## config.mk

```make
export PLATFORM = sky130hd
export DESIGN_NAME = dest_tag_queue
export DESIGN_NICKNAME = d
export VERILOG_FILES = /design/src/rtl/dest_tag_queue_pkg.sv /design/src/rtl/dest_tag_queue_mux.sv /design/src/rtl/dest_tag_queue.sv
export SDC_FILE = /design/constraint.sdc
export NUM_CORES = 1
export LEC_CHECK = 0
export BUFFER_PORTS_ARGS = -buffer_cell sky130_fd_sc_hd__clkbuf_2
export CORE_MARGIN = 3
export CORE_UTILIZATION = 40
export CTS_BUF_LIST = sky130_fd_sc_hd__clkbuf_16
export DETAILED_ROUTE_END_ITERATION = 16
export MAX_ROUTING_LAYER = met4
export PLACE_DENSITY = 0.54
export SLEW_MARGIN = 0
export SYNTH_ARGS = -nofsm -noshare
export SYNTH_HDL_FRONTEND = slang
export SYNTH_SLANG_ARGS = --single-unit
```

## constraint.sdc

```tcl
create_clock -name clock -period 6.7 [get_ports clock]
set_input_delay 1.34 -clock clock [delete_from_list [all_inputs] [get_ports clock]]
set_output_delay 1.34 -clock clock [all_outputs]
set_load 0.1 [all_outputs]
```

## src/rtl/dest_tag_queue_pkg.sv

```systemverilog
// rtl/dest_tag_queue_pkg.sv - shared constants for the destination-tag queue
package dest_tag_queue_pkg;

  localparam int TAG_W  = 5;
  localparam int QDEPTH = 32;
  localparam int PTR_W  = 5;
  localparam int CNT_W  = 6;

  // r0 is hardwired to zero and never written, so it never carries a hazard
  localparam logic [TAG_W-1:0] REG_ZERO = 5'd0;

endpackage

```

## src/rtl/dest_tag_queue_mux.sv

```systemverilog
// rtl/dest_tag_queue_mux.sv - 32:1 x 5-bit head-read multiplexer
module mux_32_5 (
  input  logic [4:0] in0,
  input  logic [4:0] in1,
  input  logic [4:0] in2,
  input  logic [4:0] in3,
  input  logic [4:0] in4,
  input  logic [4:0] in5,
  input  logic [4:0] in6,
  input  logic [4:0] in7,
  input  logic [4:0] in8,
  input  logic [4:0] in9,
  input  logic [4:0] in10,
  input  logic [4:0] in11,
  input  logic [4:0] in12,
  input  logic [4:0] in13,
  input  logic [4:0] in14,
  input  logic [4:0] in15,
  input  logic [4:0] in16,
  input  logic [4:0] in17,
  input  logic [4:0] in18,
  input  logic [4:0] in19,
  input  logic [4:0] in20,
  input  logic [4:0] in21,
  input  logic [4:0] in22,
  input  logic [4:0] in23,
  input  logic [4:0] in24,
  input  logic [4:0] in25,
  input  logic [4:0] in26,
  input  logic [4:0] in27,
  input  logic [4:0] in28,
  input  logic [4:0] in29,
  input  logic [4:0] in30,
  input  logic [4:0] in31,
  input  logic [4:0] select,
  output logic [4:0] out
);

  logic [4:0] ins [32];

  assign ins = '{in0,  in1,  in2,  in3,  in4,  in5,  in6,  in7,
                 in8,  in9,  in10, in11, in12, in13, in14, in15,
                 in16, in17, in18, in19, in20, in21, in22, in23,
                 in24, in25, in26, in27, in28, in29, in30, in31};

  // Pure select; every select value maps to exactly one input
  always_comb begin
    out = ins[select];
  end

endmodule

```

## src/rtl/dest_tag_queue.sv

```systemverilog
// rtl/dest_tag_queue.sv - in-flight destination-tag FIFO with two-port hazard lookup
module dest_tag_queue
  import dest_tag_queue_pkg::*;
(
  input  logic             clock,
  input  logic             reset,
  input  logic             flush,
  input  logic             push_valid,
  output logic             push_ready,
  input  logic [TAG_W-1:0] push_tag,
  output logic             pop_valid,
  input  logic             pop_ready,
  output logic [TAG_W-1:0] pop_tag,
  output logic [CNT_W-1:0] count,
  input  logic [TAG_W-1:0] query_a,
  input  logic [TAG_W-1:0] query_b,
  output logic             hazard_a,
  output logic             hazard_b
);

  logic [TAG_W-1:0]  mem_q [QDEPTH];
  logic [QDEPTH-1:0] valid_q,  valid_d;
  logic [PTR_W-1:0]  wr_ptr_q, wr_ptr_d;
  logic [PTR_W-1:0]  rd_ptr_q, rd_ptr_d;
  logic [CNT_W-1:0]  count_q,  count_d;

  logic full, empty, push_fire, pop_fire;

  assign full       = (count_q == CNT_W'(QDEPTH));
  assign empty      = (count_q == '0);
  assign push_ready = !full;
  assign pop_valid  = !empty;
  assign count      = count_q;

  // Handshakes are gated by the flags of the current state, so a pop never
  // frees space for a same-cycle push and a push never falls through to pop
  assign push_fire  = push_valid && !full;
  assign pop_fire   = pop_ready && !empty;

  // Next-state for pointers, valid bits and occupancy; flush dominates
  always_comb begin
    wr_ptr_d = wr_ptr_q;
    rd_ptr_d = rd_ptr_q;
    valid_d  = valid_q;
    count_d  = count_q;
    if (flush) begin
      wr_ptr_d = '0;
      rd_ptr_d = '0;
      valid_d  = '0;
      count_d  = '0;
    end else begin
      if (push_fire) begin
        valid_d[wr_ptr_q] = 1'b1;
        wr_ptr_d          = wr_ptr_q + PTR_W'(1);
      end
      if (pop_fire) begin
        valid_d[rd_ptr_q] = 1'b0;
        rd_ptr_d          = rd_ptr_q + PTR_W'(1);
      end
      if (push_fire && !pop_fire) begin
        count_d = count_q + CNT_W'(1);
      end else if (pop_fire && !push_fire) begin
        count_d = count_q - CNT_W'(1);
      end
    end
  end

  // Control state registers
  always_ff @(posedge clock or posedge reset) begin
    if (reset) begin
      wr_ptr_q <= '0;
      rd_ptr_q <= '0;
      valid_q  <= '0;
      count_q  <= '0;
    end else begin
      wr_ptr_q <= wr_ptr_d;
      rd_ptr_q <= rd_ptr_d;
      valid_q  <= valid_d;
      count_q  <= count_d;
    end
  end

  // Tag storage; cleared on reset so the head read is 0 out of reset
  always_ff @(posedge clock or posedge reset) begin
    if (reset) begin
      for (int i = 0; i < QDEPTH; i++) begin
        mem_q[i] <= '0;
      end
    end else if (push_fire && !flush) begin
      mem_q[wr_ptr_q] <= push_tag;
    end
  end

  mux_32_5 u_head_mux (
    .in0   (mem_q[0]),
    .in1   (mem_q[1]),
    .in2   (mem_q[2]),
    .in3   (mem_q[3]),
    .in4   (mem_q[4]),
    .in5   (mem_q[5]),
    .in6   (mem_q[6]),
    .in7   (mem_q[7]),
    .in8   (mem_q[8]),
    .in9   (mem_q[9]),
    .in10  (mem_q[10]),
    .in11  (mem_q[11]),
    .in12  (mem_q[12]),
    .in13  (mem_q[13]),
    .in14  (mem_q[14]),
    .in15  (mem_q[15]),
    .in16  (mem_q[16]),
    .in17  (mem_q[17]),
    .in18  (mem_q[18]),
    .in19  (mem_q[19]),
    .in20  (mem_q[20]),
    .in21  (mem_q[21]),
    .in22  (mem_q[22]),
    .in23  (mem_q[23]),
    .in24  (mem_q[24]),
    .in25  (mem_q[25]),
    .in26  (mem_q[26]),
    .in27  (mem_q[27]),
    .in28  (mem_q[28]),
    .in29  (mem_q[29]),
    .in30  (mem_q[30]),
    .in31  (mem_q[31]),
    .select(rd_ptr_q),
    .out   (pop_tag)
  );

  // Hazard lookup sees registered state only; an in-flight push is the
  // decoder's responsibility to compare against push_tag directly
  logic [QDEPTH-1:0] match_a, match_b;

  for (genvar i = 0; i < QDEPTH; i++) begin : g_cmp
    assign match_a[i] = valid_q[i] && (mem_q[i] == query_a);
    assign match_b[i] = valid_q[i] && (mem_q[i] == query_b);
  end

  assign hazard_a = (query_a != REG_ZERO) && (|match_a);
  assign hazard_b = (query_b != REG_ZERO) && (|match_b);

endmodule

```

==> summary.md <==
| Metric | Value |
|---|---|
| Yosys reg bits | 208 |
| Die extent in y | 190.3 µm |
| Final hold violations | 0 |
| Clock Latency Late Sink | 0.55 ns |
| Synth unique cells | 49 |
| Core box area | 33030 µm² |
| Slew @ Worst Pin | 1.249 ns |
| Row count | 66 |
| Final setup fails | 0 |
| Routed Antenna Nets | 0 |
| Tot Pwr | 4.224 mW |
| Hold/Removal Path Class | register to register |
| Final net count | 1233 |
| Ports | 35 |
| Pwr dens | 284.2 nW/µm² |
| CTS root buffer | clkbuf_16 |
| FFs w/ async S/R, synth | 100.0% |
| CTS Sinks | 208 |
| Critical path capture point type | output port |
| Post-CTS sizing | 0 |
| Area leader, netlist | dfrtp_1 |
| Net Count, Synth | 1240 |
| Seq/Total Area, Yosys | 38.31% |
| Synth Instances | 1207 |
| Top-count cell post-synth | xor2_1 |
| Non-Filler Instances | 1661 |
| Most instantiated cells after synthesis | xor2_1 (259), dfrtp_1 (208), mux2_2 (134) |
| Vias in the first global route | 9767 |
| Worst r2r src | count[0] |
| Pins over their slew limit | 0 |
| CP Data Required Time | 5.36 ns |
| First-pass GRT wire length | 67010 µm |
| RSZ-0062 raised after global routing | false |
| R2R setup slack | 3.45 ns |
| Reg2reg path depth | 10 |
| Primary FF master, synth | dfrtp_1 |
| Gp weighted congestion | 0.9635 |
| Iteration-0 DRC Markers | 1094 |
| Total track usage | 25.29% |
| Compound-Gate Fraction of Synth Area | 3.711% |
| Synth area leaders | dfrtp_1 (38%), xor2_1 (17%), mux2_2 (11%) |
| Initial Utilization | 41.14% |
| Layout cells sized above 1 | 23.09% |
| Clock skew | 0.02260 ns |
| Busiest metal layer after global routing | met2 |
| VDD IR max | 0.0002416 V |
| DR pass1 iterations | 5 |
| DP HPWL | 30580 µm |
| Layout Utilization | 44.98% |
| CTS clk-pin slew, worst paths | 0.05 ns |
| M3 GR Usage | 6.066% |
| Mapped Area | 13590 µm² |
| Setup Crit Path Kind | input pin to output port |
| Syn_area_per_cell | 11.26 µm² |
| Main combinational cell family by area after synthesis | multiplexers |
| GRT overflow | 0 |
| Setup TNS Final | 0 ns |
| Max FO, Critical Path | 29 |
| Placed instance count | 1615 |
| Max cap viols | 0 |
| Initial antenna violation count | 2 |
| XOR/XNOR share of the synthesized area | 21.40% |
| Outcome | finished, final reports clean |
| CTS tree | built |
| Fmax | 0.1767 GHz |
| CTS Buf Count | 25 |
| P_leak | 6.915 nW |
| Min Tclk post-route | 5.658 ns |
| Routed len/inst | 26.76 µm |
| Largest net degree at the start of global routing | 104 |
| Yosys Warn Count | 0 |
| EDFF count, synth | 0 |
| Mux share of post-synthesis cell area | 21.99% |
| Worst r2r dst | count[5] |
| Met2 Resource Use GR | 36.19% |
| # Post-CTS Setup Buffers | 0 |
| Final period util | 84.45% |
| H-tree depth | 1 |
| Startpoint Class | input pin |
| DR vias/cell | 6.006 |
| Met1 Track Usage GR | 36.15% |
| Yosys top cell area share | 38.31% |
| Slew headroom | 16.76% |
| Worst setup path endpoint | hazard_a |
| Die Footprint | 36220 µm² |
| Simple-gate area share of the yosys netlist | 10.14% |
| Filler cells | 3166 |
| WP data arrival | 4.32 ns |
| Clock buffer depth | 3 |
| Detailed-route via count | 9976 |
| Hold Buf Count CTS | 0 |
| Die Wd | 190.3 µm |
| Port Buf Inserts | 34 |
| # DRC | 0 |
| CP Launch Point | query_a[4] |
| Layout area overhead | 9.356% |
| WL final | 44450 µm |
| Synth Area in Adders | 1.252% |
[critical path: stages]
cell and delay, ns:
clkbuf_2 0.67, xor2_1 0.38, nor4_1 0.50, nand3_1 0.33, nand4_1 0.19, nor4_1 0.06
a21oi_1 0.31, clkbuf_2 0.53
[layer usage]
metal  routed length (µm)  part of all wire (%)
met5                    0                     0
met4                 1213                   2.7
met3                 3769                   8.5
met2                19400                    44
met1                20070                    45
[through the flow]
stage | instance area, µm² | hold WS (ns) | setup slack [ns]
2_1_floorplan | 13590 | 0.5363 | 1.260
3_3_place_gp | 14080 | 0.5653 | 1.138
3_5_place_dp | 14080 | 0.5754 | 1.146
4_1_cts | 14850 | 0.5920 | 1.141
5_1_grt | 14860 | 0.6036 | 0.9912
6_report | 14860 | 0.5917 | 1.042
[where the power goes]
group / internal (mW) / total [mW] / switching, mW
registers: 1.34 / 1.55 / 0.202
clock network: 0.754 / 1.32 / 0.562
logic: 0.462 / 1.36 / 0.899
total: 2.56 / 4.22 / 1.66
[logic make-up after synthesis]
group                    Yosys count
XOR/XNOR                         332
AND/OR/NAND/NOR                  258
multiplexers                     218
flip-flops                       208
buffers and inverters             97
AO/OA/AOI/OAI                     81
adder cells (fa/ha/maj)           13
[flip-flops by register name (all words and copies together) (netlist names)]
| name | count |
|---|---|
| wr_ptr_q | 5 |
| rd_ptr_q | 5 |
| mem_q | 160 |
| count | 6 |
| valid_q | 32 |
[worst min path at each step]
stage | from | endpoint | cells after the start
5_1_grt | mem_q[32] | mem_q[32] | 1
4_1_cts | valid_q[25] | valid_q[25] | 2
3_5_place_dp | valid_q[25] | valid_q[25] | 2
2_1_floorplan | valid_q[20] | valid_q[20] | 2
3_3_place_gp | valid_q[24] | valid_q[24] | 2
6_report | mem_q[32] | mem_q[32] | 1
[layout by cell type, fill, tap and decap left out, drive strengths merged, types with 3 or more instances in the layout]
cell type and n:
nand4 18, a211oi 19, mux4 48, mux2 164
clkbuf 59, ha 12, dfrtp 208, clkinvlp 4
nand2 22, a21oi 52, xnor2 73, buf 17
mux2i 6, nor3b 3, inv 15, nor4 70
nand3 68, nor3 10, nor2 51, clkinv 10
xor2 259, or4 3, and2 5
[final cells by class]
class	instances	area, µm²	area share (%)
multi-input cells	902	7948	53.49
flip-flops and latches	208	5207	35.05
clock buffers	25	625.6	4.210
well taps	442	553.0	3.722
repair buffers	51	322.8	2.172
clock inverters	19	148.9	1.002
inverters	12	48.80	0.3284
diodes	2	5.005	0.03368
Power figures use the tool's default switching activity.
